`src/rtl/fdtd_pkg.sv`:
```
// Shared types and defaults for the FDTD accelerator control path.
package fdtd_pkg;

  localparam int unsigned STEP_W_DEF    = 16;
  localparam int unsigned TIMEOUT_W_DEF = 20;

  typedef enum logic [2:0] {
    StIdle,
    StBuf,
    StCalc,
    StWrt,
    StNext,
    StDone,
    StErr
  } sched_state_e;

  typedef enum logic [1:0] {
    PH_HY  = 2'd0,
    PH_EZ  = 2'd1,
    PH_SRC = 2'd2
  } fdtd_phase_e;

  // Phase order within one time step: HY -> EZ -> SRC.
  function automatic fdtd_phase_e next_phase(input fdtd_phase_e ph);
    case (ph)
      PH_HY:   next_phase = PH_EZ;
      PH_EZ:   next_phase = PH_SRC;
      default: next_phase = PH_HY;
    endcase
  endfunction

endpackage

```
`src/rtl/fdtd_wdog.sv`:
```
// Wait-state watchdog: counts cycles spent in a wait state and flags all-ones.
module fdtd_wdog
  import fdtd_pkg::*;
#(
  parameter int unsigned TIMEOUT_W = TIMEOUT_W_DEF
) (
  input  logic ACLK,
  input  logic ARESETn,
  input  logic clr_i,
  input  logic en_i,
  output logic expired_o
);

  logic [TIMEOUT_W-1:0] r_cnt;

  assign expired_o = &r_cnt;

  // Counter holds the number of cycles already spent in the current wait state.
  always_ff @(posedge ACLK or negedge ARESETn) begin
    if (!ARESETn) begin
      r_cnt <= '0;
    end else if (clr_i) begin
      r_cnt <= '0;
    end else if (en_i && !expired_o) begin
      r_cnt <= r_cnt + TIMEOUT_W'(1);
    end
  end

endmodule

```
`src/rtl/fdtd_step_sched.sv`:
```
// Time-step sequencer: runs HY/EZ/SRC phases (buffer, calc, write-back) per step.
module fdtd_step_sched
  import fdtd_pkg::*;
#(
  parameter int unsigned STEP_W    = STEP_W_DEF,
  parameter int unsigned TIMEOUT_W = TIMEOUT_W_DEF
) (
  input  logic              ACLK,
  input  logic              ARESETn,
  input  logic              start_i,
  input  logic              abort_i,
  input  logic [STEP_W-1:0] steps_i,
  input  logic              int_en_i,
  input  logic              clr_int_i,
  output logic              buf_start_o,
  input  logic              buf_done_i,
  output logic              calc_start_o,
  input  logic              calc_done_i,
  output logic              wrt_start_o,
  input  logic              wrt_done_i,
  output logic [1:0]        phase_o,
  output logic [STEP_W-1:0] step_o,
  output logic              busy_o,
  output logic              done_o,
  output logic              err_o,
  output logic              int_pending_o,
  output logic              int_o
);

  sched_state_e      r_state;
  fdtd_phase_e       r_phase;
  logic [STEP_W-1:0] r_step;
  logic [STEP_W-1:0] r_steps;
  logic              r_buf_start;
  logic              r_calc_start;
  logic              r_wrt_start;
  logic              r_done;
  logic              r_err;
  logic              r_int;

  logic w_wait;
  logic w_first;
  logic w_leave;
  logic w_wd_clr;
  logic w_expired;
  logic w_last_step;

  assign w_wait  = (r_state == StBuf) || (r_state == StCalc) || (r_state == StWrt);
  // The start-pulse cycle of a wait state never samples its done input.
  assign w_first = r_buf_start || r_calc_start || r_wrt_start;
  assign w_leave = !w_first && (((r_state == StBuf)  && buf_done_i) ||
                                ((r_state == StCalc) && calc_done_i) ||
                                ((r_state == StWrt)  && wrt_done_i));
  // Clearing on the leaving cycle makes the count start at 0 in the next state.
  assign w_wd_clr    = !w_wait || w_leave || abort_i;
  assign w_last_step = (r_step == (r_steps - STEP_W'(1)));

  fdtd_wdog #(
    .TIMEOUT_W (TIMEOUT_W)
  ) u_wdog (
    .ACLK      (ACLK),
    .ARESETn   (ARESETn),
    .clr_i     (w_wd_clr),
    .en_i      (w_wait),
    .expired_o (w_expired)
  );

  // Sequencer FSM with registered pulses, step/phase tracking and sticky flags.
  always_ff @(posedge ACLK or negedge ARESETn) begin
    if (!ARESETn) begin
      r_state      <= StIdle;
      r_phase      <= PH_HY;
      r_step       <= '0;
      r_steps      <= '0;
      r_buf_start  <= 1'b0;
      r_calc_start <= 1'b0;
      r_wrt_start  <= 1'b0;
      r_done       <= 1'b0;
      r_err        <= 1'b0;
      r_int        <= 1'b0;
    end else begin
      r_buf_start  <= 1'b0;
      r_calc_start <= 1'b0;
      r_wrt_start  <= 1'b0;
      r_done       <= 1'b0;
      // Placed before the state logic so a same-cycle set wins.
      if (clr_int_i) begin
        r_int <= 1'b0;
        r_err <= 1'b0;
      end
      if (abort_i && (r_state != StIdle)) begin
        r_state <= StIdle;
      end else begin
        case (r_state)
          StIdle: begin
            if (start_i) begin
              r_err   <= 1'b0;
              r_steps <= steps_i;
              r_step  <= '0;
              r_phase <= PH_HY;
              if (steps_i != '0) begin
                r_state     <= StBuf;
                r_buf_start <= 1'b1;
              end else begin
                r_state <= StDone;
                r_done  <= 1'b1;
                r_int   <= 1'b1;
              end
            end
          end
          StBuf: begin
            if (!r_buf_start && buf_done_i) begin
              r_state      <= StCalc;
              r_calc_start <= 1'b1;
            end else if (w_expired) begin
              r_state <= StErr;
              r_err   <= 1'b1;
              r_int   <= 1'b1;
            end
          end
          StCalc: begin
            if (!r_calc_start && calc_done_i) begin
              r_state     <= StWrt;
              r_wrt_start <= 1'b1;
            end else if (w_expired) begin
              r_state <= StErr;
              r_err   <= 1'b1;
              r_int   <= 1'b1;
            end
          end
          StWrt: begin
            if (!r_wrt_start && wrt_done_i) begin
              r_state <= StNext;
            end else if (w_expired) begin
              r_state <= StErr;
              r_err   <= 1'b1;
              r_int   <= 1'b1;
            end
          end
          StNext: begin
            if (r_phase != PH_SRC) begin
              r_phase     <= next_phase(r_phase);
              r_state     <= StBuf;
              r_buf_start <= 1'b1;
            end else if (w_last_step) begin
              r_state <= StDone;
              r_done  <= 1'b1;
              r_int   <= 1'b1;
            end else begin
              r_step      <= r_step + STEP_W'(1);
              r_phase     <= PH_HY;
              r_state     <= StBuf;
              r_buf_start <= 1'b1;
            end
          end
          StDone:  r_state <= StIdle;
          StErr:   r_state <= StIdle;
          default: r_state <= StIdle;
        endcase
      end
    end
  end

  assign buf_start_o   = r_buf_start;
  assign calc_start_o  = r_calc_start;
  assign wrt_start_o   = r_wrt_start;
  assign phase_o       = r_phase;
  assign step_o        = r_step;
  assign busy_o        = (r_state != StIdle);
  assign done_o        = r_done;
  assign err_o         = r_err;
  assign int_pending_o = r_int;
  assign int_o         = r_int & int_en_i;

endmodule
```
`config.mk`:
```
export PLATFORM = sky130hd
export DESIGN_NAME = fdtd_step_sched
export DESIGN_NICKNAME = d
export VERILOG_FILES = /design/src/rtl/fdtd_pkg.sv /design/src/rtl/fdtd_wdog.sv /design/src/rtl/fdtd_step_sched.sv
export SDC_FILE = /design/constraint.sdc
export NUM_CORES = 1
export LEC_CHECK = 0
export CORE_MARGIN = 8
export CORE_UTILIZATION = 51
export DETAILED_ROUTE_END_ITERATION = 8
export PLACE_DENSITY = 0.84
export SYNTH_ARGS = -nofsm -noshare
export SYNTH_HDL_FRONTEND = slang
export SYNTH_SLANG_ARGS = --single-unit
```
`constraint.sdc`:
```
create_clock -name ACLK -period 3.7 [get_ports ACLK]
set_input_delay 0.555 -clock ACLK [delete_from_list [all_inputs] [get_ports ACLK]]
set_output_delay 0.555 -clock ACLK [all_outputs]
set_load 0.02 [all_outputs]
```
==> key figures, run 1 <==
Outcome
  • Outcome: finished, final reports clean

Clock network
  • CTS sink count: between 60 and 70
  • Post-CTS repair timing setup buffer count: 0
  • TritonCTS buffer count: 9
  • Register clock-pin slew on the reported worst setup and hold paths: 0.08 ns
  • Total of hold buffers inserted after clock tree synthesis: 0
  • Maximum buffer depth of the clock tree: 2
  • Clock latency on the worst-skew pair: 0.36 ns
  • Clk Tree Root Cell: sky130_fd_sc_hd__clkbuf_8
  • Resize count post-CTS: 0
  • TritonCTS clock tree: done
  • H-tree level count: 3

Cells and area
  • Number of cells in the finished layout apart from fillers: between 600 and 700
  • Number of nets in the finished design: between 500 and 600
  • Fraction of final layout cells sized beyond drive strength 1: between 6 and 7%
  • Multi-input gate area in the final layout: approximately 2100 sq um
  • Area Overhead vs Synth: 19.27%
  • Final instance area: between 4000 and 5000 sq um
  • Diode count: 0
  • Filler cell count: 610
  • Final core utilization: 63.10%
  • Seq. cell area: between 1500 and 2000 sq um

Global routing
  • Largest net degree at the start of global routing: 37
  • Global-route wire length before repair: 16180 um
  • Number of antenna violations at the first check in global routing: 0
  • Vias in the first global route: 3400
  • Remaining global-route overflow: 0
  • Global routing usage summed across all routing layers: around 20%

STA
  • Final worst-path cycle share: a little under nine tenths
  • Relative max-transition margin: between 40% and 50%
  • Setup_tns: 0 ns
  • Setup-violating endpoint count in the final report: 0
  • Final Max Tran Viols: 0
  • Post-Route Skew: roughly 0.008 ns
  • Timing-limited maximum frequency: about 320 MHz
  • Unrepaired setup endpoints after global routing: false
  • Hold violation count in the final report: 0
  • Pin slew with the least headroom to its limit: ~0.83 ns
  • Period minus WS final: about 3.2 ns

Detailed routing
  • Length of the first detailed-routing pass in iterations: 5
  • Total via count after detailed routing: between 3000 and 4000
  • DRC Markers: 0
  • Antenna viol nets, final: 0
  • Post-DR vias/cell: 5.850
  • Routed length per instance: 16.26 um
  • Aggregate routed wire length: ~9800 um
  • Violation count after the first detailed-routing iteration: ~170

Critical path
  • Setup slack of the most critical reg-to-reg path: 0.55 ns
  • Count of cells along the worst register-to-register path: 9
  • Sort of element at the end of the critical path: flip-flop
  • Kind of critical path: reg -> reg
  • Type of element launching the critical path: flip-flop
  • Critical-path cell with the highest stage delay: sky130_fd_sc_hd__or3b_2
  • CP max FO: 32
  • Crit path required time: around 3.9 ns
  • Arrival time of the worst setup path: 3.37 ns
  • Largest incremental delay on the critical path: 0.51 ns
  • Total number of cells along the worst setup path: 9
  • Cells along the critical path: inv_1, ha_1, or3b_2, or3_1, a22o_1, a2111oi_2, and4b_4, nor3_1, mux2i_1
  • Buffers and inverters on the worst path: 1
  • Crit-path leading delay family: simple AND/OR/NAND/NOR gates

Worst hold path
  • Class of the most critical hold timing path: in -> async

Synth
  • Synth Area per Inst: between 8 and 9 sq um
  • Post-synth net total: ~500
  • Yosys warnings: 0
  • Post-synthesis cell count: between 400 and 500
  • Number of synthesized flops with an enable pin: 0
  • Register area share after synthesis: 41.08%
  • Predominant post-synthesis flop cell: sky130_fd_sc_hd__dfrtp_1
  • Synth Register Bits: 63
  • Async set or reset register ratio after synthesis: 100.0%
  • Distinct cells, synth: 56
  • Cell Area, Synth: 3837 sq um

Power
  • Max rail drop VDD: 0.0002509 V
  • Post-layout power: roughly 2 mW
  • Cell-internal power: roughly 1.3 mW
  • Sequential power share: 43.6%
  • Fraction of power consumed by combinational cells: about a quarter
  • Pwr dens: ~430 nW/um^2
  • Reported leakage power: 1.853 nW
  • Switching power: around 0.70 mW
  • Switching share of total power: 35.28%
  • Portion of total power attributed to the clock network: 31.7%

Die
  • Ports: 51
  • Area of the core: between 7000 and 8000 sq um
  • Die Area: 10560 sq um
  • Initial core utilization: 52.91%
  • Die Span Y: roughly 100 um
  • Num rows: 31
  • Floorplan die width: ~100 um

Flow run
  • Total of max-cap violations: 0

Placement
  • Number of input and output port buffers inserted: 50
  • Routability congestion estimate from global placement: about 0.9
  • Detailed-placement wirelength estimate: between 6000 and 7000 um
  • Cell count after placement: a little under 600
  • Placed Area: between 4000 and 5000 sq um
[final cells by class]
cell class | count | area share, %
clock buffers | 9 | 2.706
clock inverters | 7 | 1.750
inverters | 9 | 0.7381
multi-input cells | 361 | 46.17
flip-flops and latches | 63 | 34.45
well taps | 99 | 2.706
repair buffers | 54 | 11.48
[final timing paths]
| path | endpoint | start |
|---|---|---|
| worst max-delay path | step_o[0] | r_steps[0] |
| worst min-delay path | r_steps[6] | ARESETn |
| worst max register to register | step_o[0] | r_steps[0] |
| worst min register to register | r_steps[15] | r_steps[15] |
| max in group asynchronous | phase_o[1] | ARESETn |
| min in group ACLK | r_steps[15] | r_steps[15] |
[routing by layer]
metal  vias to the layer above  global-route usage [%]  share of wire, %
met1                      1700                   23.88                43
met5                         -                       0                 0
met3                        12                   3.984               5.0
li1                       1719                       -                 -
met4                         0                   8.454               1.8
met2                        91                   32.72                50
[per-stage QoR]
step | hold WS (ns) | setup WS (ns)
after detailed placement | 0.5130 | 0.5659
final | 0.2896 | 0.5490
after global placement | 0.5047 | 0.6318
after CTS | 0.3259 | 0.5573
after floorplan | 0.2594 | 0.9077
after global routing | 0.3531 | 0.2327
[Yosys cell counts (all sizes together) (3+ instances only)]
| master | count | share of area (%) |
|---|---|---|
| a211oi | 3 | 0.59 |
| or3 | 20 | 3.3 |
| inv | 9 | 0.88 |
| o31ai | 5 | 0.98 |
| dfrtp | 63 | 41 |
| nor3 | 13 | 1.8 |
| nand2b | 6 | 0.98 |
| nand3 | 18 | 2.3 |
| nand3b | 3 | 0.59 |
| and3 | 8 | 1.3 |
| xor2 | 14 | 3.2 |
| ha | 3 | 0.98 |
| clkbuf | 18 | 1.8 |
| o21ai | 32 | 4.2 |
| nor2 | 38 | 3.7 |
| nor2b | 4 | 0.65 |
| or2 | 3 | 0.49 |
| xnor2 | 16 | 3.7 |
| a21oi | 30 | 3.9 |
| buf | 7 | 1.4 |
| nand2 | 76 | 7.4 |
| or4 | 7 | 1.4 |
| and4 | 7 | 1.6 |
| nor4 | 10 | 1.6 |
| nand4 | 11 | 2.0 |
| mux2i | 4 | 1.0 |
[flip-flops by register name (all words and copies together), names as in the netlist]
signal	flops
int_pending_o	1
r_steps	16
wrt_start_o	1
calc_start_o	1
r_state	3
step_o	16
err_o	1
phase_o	2
u_wdog.r_cnt	20
buf_start_o	1
done_o	1
[cell families (layout without fill, tap and decap cells)]
| group | after synthesis | count (layout) | synth area share [%] |
|---|---|---|---|
| AOI/OAI and AO/OA | 88 | 88 | 13.86 |
| xor gates and xnor gates | 30 | 30 | 6.847 |
| adders and majority gates | 3 | 3 | 0.9783 |
| buffers and inverters | 34 | 79 | 4.075 |
| DFF | 63 | 63 | 41.08 |
| muxes | 5 | 5 | 1.337 |
| and+or+nand+nor | 235 | 235 | 31.82 |
[worst reg2reg max path: stages, from the launching register on]
cell	delay, ns
sky130_fd_sc_hd__dfrtp_1	0.45
sky130_fd_sc_hd__inv_1	0.10
sky130_fd_sc_hd__ha_1	0.23
sky130_fd_sc_hd__or3b_2	0.52
sky130_fd_sc_hd__or3_1	0.33
sky130_fd_sc_hd__a22o_1	0.20
sky130_fd_sc_hd__a2111oi_2	0.35
sky130_fd_sc_hd__and4b_4	0.50
sky130_fd_sc_hd__nor3_1	0.17
sky130_fd_sc_hd__mux2i_1	0.16
[power by group through the flow]
stage | clock network (mW) | registers, mW | logic [mW]
after floorplan | 0 | 0.823 | 0.387
after global placement | 0 | 0.873 | 0.481
after detailed placement | 0 | 0.876 | 0.487
after CTS | 0.637 | 0.864 | 0.491
after global routing | 0.663 | 0.881 | 0.553
final | 0.630 | 0.868 | 0.492
[cell usage in the layout, fill, tap and decap left out, types with 3 or more instances in the layout]
master                             n
sky130_fd_sc_hd__and4_1            7
sky130_fd_sc_hd__and3_1            8
sky130_fd_sc_hd__or4_1             7
sky130_fd_sc_hd__xnor2_1          16
sky130_fd_sc_hd__nand2b_1          6
sky130_fd_sc_hd__nand2_1          76
sky130_fd_sc_hd__nand4_1          10
sky130_fd_sc_hd__dfrtp_1          63
sky130_fd_sc_hd__or2_2             3
sky130_fd_sc_hd__a21oi_1          30
sky130_fd_sc_hd__a211oi_1          3
sky130_fd_sc_hd__nor2b_1           4
sky130_fd_sc_hd__o31ai_1           5
sky130_fd_sc_hd__nor3_1           12
sky130_fd_sc_hd__clkdlybuf4s50_1  49
sky130_fd_sc_hd__nand3b_1          3
sky130_fd_sc_hd__inv_6             3
sky130_fd_sc_hd__mux2i_1           4
sky130_fd_sc_hd__nor4_1           10
sky130_fd_sc_hd__ha_1              3
sky130_fd_sc_hd__or3_1            20
sky130_fd_sc_hd__buf_4             4
sky130_fd_sc_hd__nand3_1          18
sky130_fd_sc_hd__o21ai_0          31
sky130_fd_sc_hd__inv_1             9
sky130_fd_sc_hd__clkbuf_8          9
sky130_fd_sc_hd__nor2_1           38
sky130_fd_sc_hd__xor2_1           14
Power figures use the tool's default switching activity.
==> inputs of run 2 (changes only) <==
--- a/config.mk
+++ b/config.mk
@@ -6,9 +6,9 @@
 export NUM_CORES = 1
 export LEC_CHECK = 0
 export CORE_MARGIN = 8
-export CORE_UTILIZATION = 51
+export CORE_UTILIZATION = 56
 export DETAILED_ROUTE_END_ITERATION = 8
-export PLACE_DENSITY = 0.84
+export PLACE_DENSITY = 0.9
 export SYNTH_ARGS = -nofsm -noshare
 export SYNTH_HDL_FRONTEND = slang
 export SYNTH_SLANG_ARGS = --single-unit
==> key figures, run 2 (synthesized netlist as in run 1, its figures left out) <==
Detailed routing
  • Post-DR vias/cell: 6.170 (+5.5%)
  • Length of the first detailed-routing pass in iterations: 5 (unchanged)
  • Antenna viol nets, final: 0 (unchanged)
  • Total via count after detailed routing: 3585 (+1.8%)
  • Violation count after the first detailed-routing iteration: 224 (+33%)
  • DRC Markers: 0 (unchanged)
  • Aggregate routed wire length: 10220 um (+4.4%)
  • Routed length per instance: 17.59 um (+8.2%)

Die
  • Num rows: 30 (-3.2%)
  • Initial core utilization: 57.11% (+4.2 points)
  • Die Span Y: 98.78 um (-3.9%)
  • Die Area: 9757 sq um (-7.6%)
  • Area of the core: 6719 sq um (-7.4%)
  • Ports: 51 (unchanged)
  • Floorplan die width: 98.78 um (-3.9%)

Cells and area
  • Fraction of final layout cells sized beyond drive strength 1: 5.988% (-0.37 points)
  • Top reg by flops: u_wdog.r_cnt
  • Filler cell count: 546 (-10%)
  • Commonest non-fill, non-tap cell in the layout: sky130_fd_sc_hd__nand2_1
  • Area Overhead vs Synth: 18.72%
  • Flip-flop count of the largest register, all copies and words added: 20 (unchanged)
  • Number of cells in the finished layout apart from fillers: 581 (-3.5%)
  • Multi-input gate area in the final layout: 2113 sq um (unchanged)
  • Most frequent cells in the layout: sky130_fd_sc_hd__nand2_1 (76), sky130_fd_sc_hd__dfrtp_1 (63), sky130_fd_sc_hd__clkdlybuf4s50_1 (49)
  • Number of nets in the finished design: 524 (-0.38%)
  • Seq. cell area: 1577 sq um (unchanged)
  • Diode count: 0 (unchanged)

STA
  • Crit path setup slack, layout: 0.5587 ns (+0.009710 ns)
  • Period minus WS final: 3.141 ns (-0.009710 ns)
  • Setup-violating endpoint count in the final report: 0 (unchanged)
  • Setup_tns: 0 ns (unchanged)
  • Timing-limited maximum frequency: 318.3 MHz (+0.31%)
  • Final worst-path cycle share: 84.90% (-0.26 points)
  • Pin slew with the least headroom to its limit: 0.9001 ns (+0.07245 ns)
  • Unrepaired setup endpoints after global routing: false
  • Post-Route Skew: 0.009609 ns (+0.001473 ns)
  • Relative max-transition margin: 39.53% (-5.3 points)
  • Final Max Tran Viols: 0 (unchanged)
  • Hold violation count in the final report: 0 (unchanged)

Global routing
  • Remaining global-route overflow: 0 (unchanged)
  • Largest net degree at the start of global routing: 38 (+2.7%)
  • Number of antenna violations at the first check in global routing: 0 (unchanged)
  • Global-route wire length before repair: 17500 um (+8.1%)
  • Global routing usage summed across all routing layers: 21.84% (+2.3 points)
  • Vias in the first global route: 3646 (+7.2%)

Placement
  • Cell count after placement: 565 (-3.6%)
  • Detailed-placement wirelength estimate: 7301 um (+4.4%)
  • Pre-CTS WS: 0.5528 ns (-0.01303 ns)
  • Routability congestion estimate from global placement: 0.9626 (+6.8%)
  • Number of input and output port buffers inserted: 50 (unchanged)

Critical path
  • Largest incremental delay on the critical path: 0.52 ns (about the same)
  • Sort of element at the end of the critical path: flip-flop
  • Crit path required time: 3.97 ns (+0.05 ns)
  • Count of cells along the worst register-to-register path: 9 (unchanged)
  • Kind of critical path: reg -> reg
  • Type of element launching the critical path: flip-flop
  • Cells along the critical path: inv_1, ha_1, or3b_2, or3_1, a22o_1, a2111oi_2, and4b_4, nand4_2, a22oi_2
  • Terminus of the critical flop-to-flop path: int_pending_o
  • Arrival time of the worst setup path: 3.41 ns (+0.04 ns)
  • CP max FO: 32 (unchanged)
  • Critical register-to-register path startpoint: r_steps[0]
  • Critical-path cell with the highest stage delay: sky130_fd_sc_hd__or3b_2
  • Setup slack of the most critical reg-to-reg path: 0.56 ns (about the same)

Clock network
  • TritonCTS clock tree: done
  • Clock latency on the worst-skew pair: 0.35 ns (about the same)
  • Resize count post-CTS: 0 (unchanged)
  • Clk Tree Root Cell: sky130_fd_sc_hd__clkbuf_8
  • H-tree level count: 3 (unchanged)
  • Post-CTS repair timing setup buffer count: 0 (unchanged)
  • Register clock-pin slew on the reported worst setup and hold paths: 0.08 ns (about the same)
  • Total of hold buffers inserted after clock tree synthesis: 0 (unchanged)
  • TritonCTS buffer count: 9 (unchanged)
  • CTS sink count: 63 (unchanged)
  • Maximum buffer depth of the clock tree: 2 (unchanged)

Power
  • Post-layout power: 2.037 mW (+2.4%)
  • Max rail drop VDD: 0.0003968 V (+58%)
  • Pwr dens: 447.2 nW/um^2 (+2.8%)
  • Reported leakage power: 1.851 nW (-0.12%)

Flow run
  • Total of max-cap violations: 0 (unchanged)

Worst hold path
  • Class of the most critical hold timing path: in -> async

Outcome
  • Outcome: finished, final reports clean
run 2: metal layers:
metal,track usage [%],wire length [um],up-vias
li1,-,-,1708
met1,25.26,4248,1730
met2,38.41,5196,127
met3,5.567,612,20
met4,6.848,164,0
met5,0,0,-
run 2: worst max-delay path: cells and delay by family (launching register included):
family                     cells  cell delay [ns]
and+or+nand+nor                4             1.51
AOI/OAI and AO/OA              3             0.76
buffers and inverters          1             0.11
adders and majority gates      1             0.23
DFF                            1             0.44
run 2: metrics by stage:
step	hold slack [ns]	instance area, sq um	utilization (%)
floorplan	0.2594	3837	-
global placement	0.4832	4334	64.51
detailed placement	0.4925	4334	64.51
CTS	0.3354	4556	67.80
global route	0.3730	4556	67.80
finish	0.3094	4556	67.80
run 2: layout make-up:
class | instances | area share (%)
flip-flops and latches | 63 | 34.61
clock inverters | 7 | 2.142
multi-input cells | 361 | 46.39
repair buffers | 52 | 11.21
well taps | 80 | 2.197
inverters | 9 | 0.7416
clock buffers | 9 | 2.719
run 2: how the worst max path moves through the flow:
stage                     from             to  slack [ns]  cells past startpoint
floorplan           r_steps[4]  int_pending_o        0.91                     10
global placement       abort_i     step_o[13]        0.64                      8
detailed placement     abort_i     step_o[11]        0.55                      8
CTS                 r_steps[0]  int_pending_o        0.55                      9
global route        r_steps[0]     step_o[12]        0.33                      9
finish              r_steps[0]  int_pending_o        0.56                      9
run 2: power breakdown:
part	leakage (nW)	internal, mW	switching (mW)
registers	0.848	0.751	0.117
logic	0.897	0.215	0.283
clock network	0.105	0.380	0.291
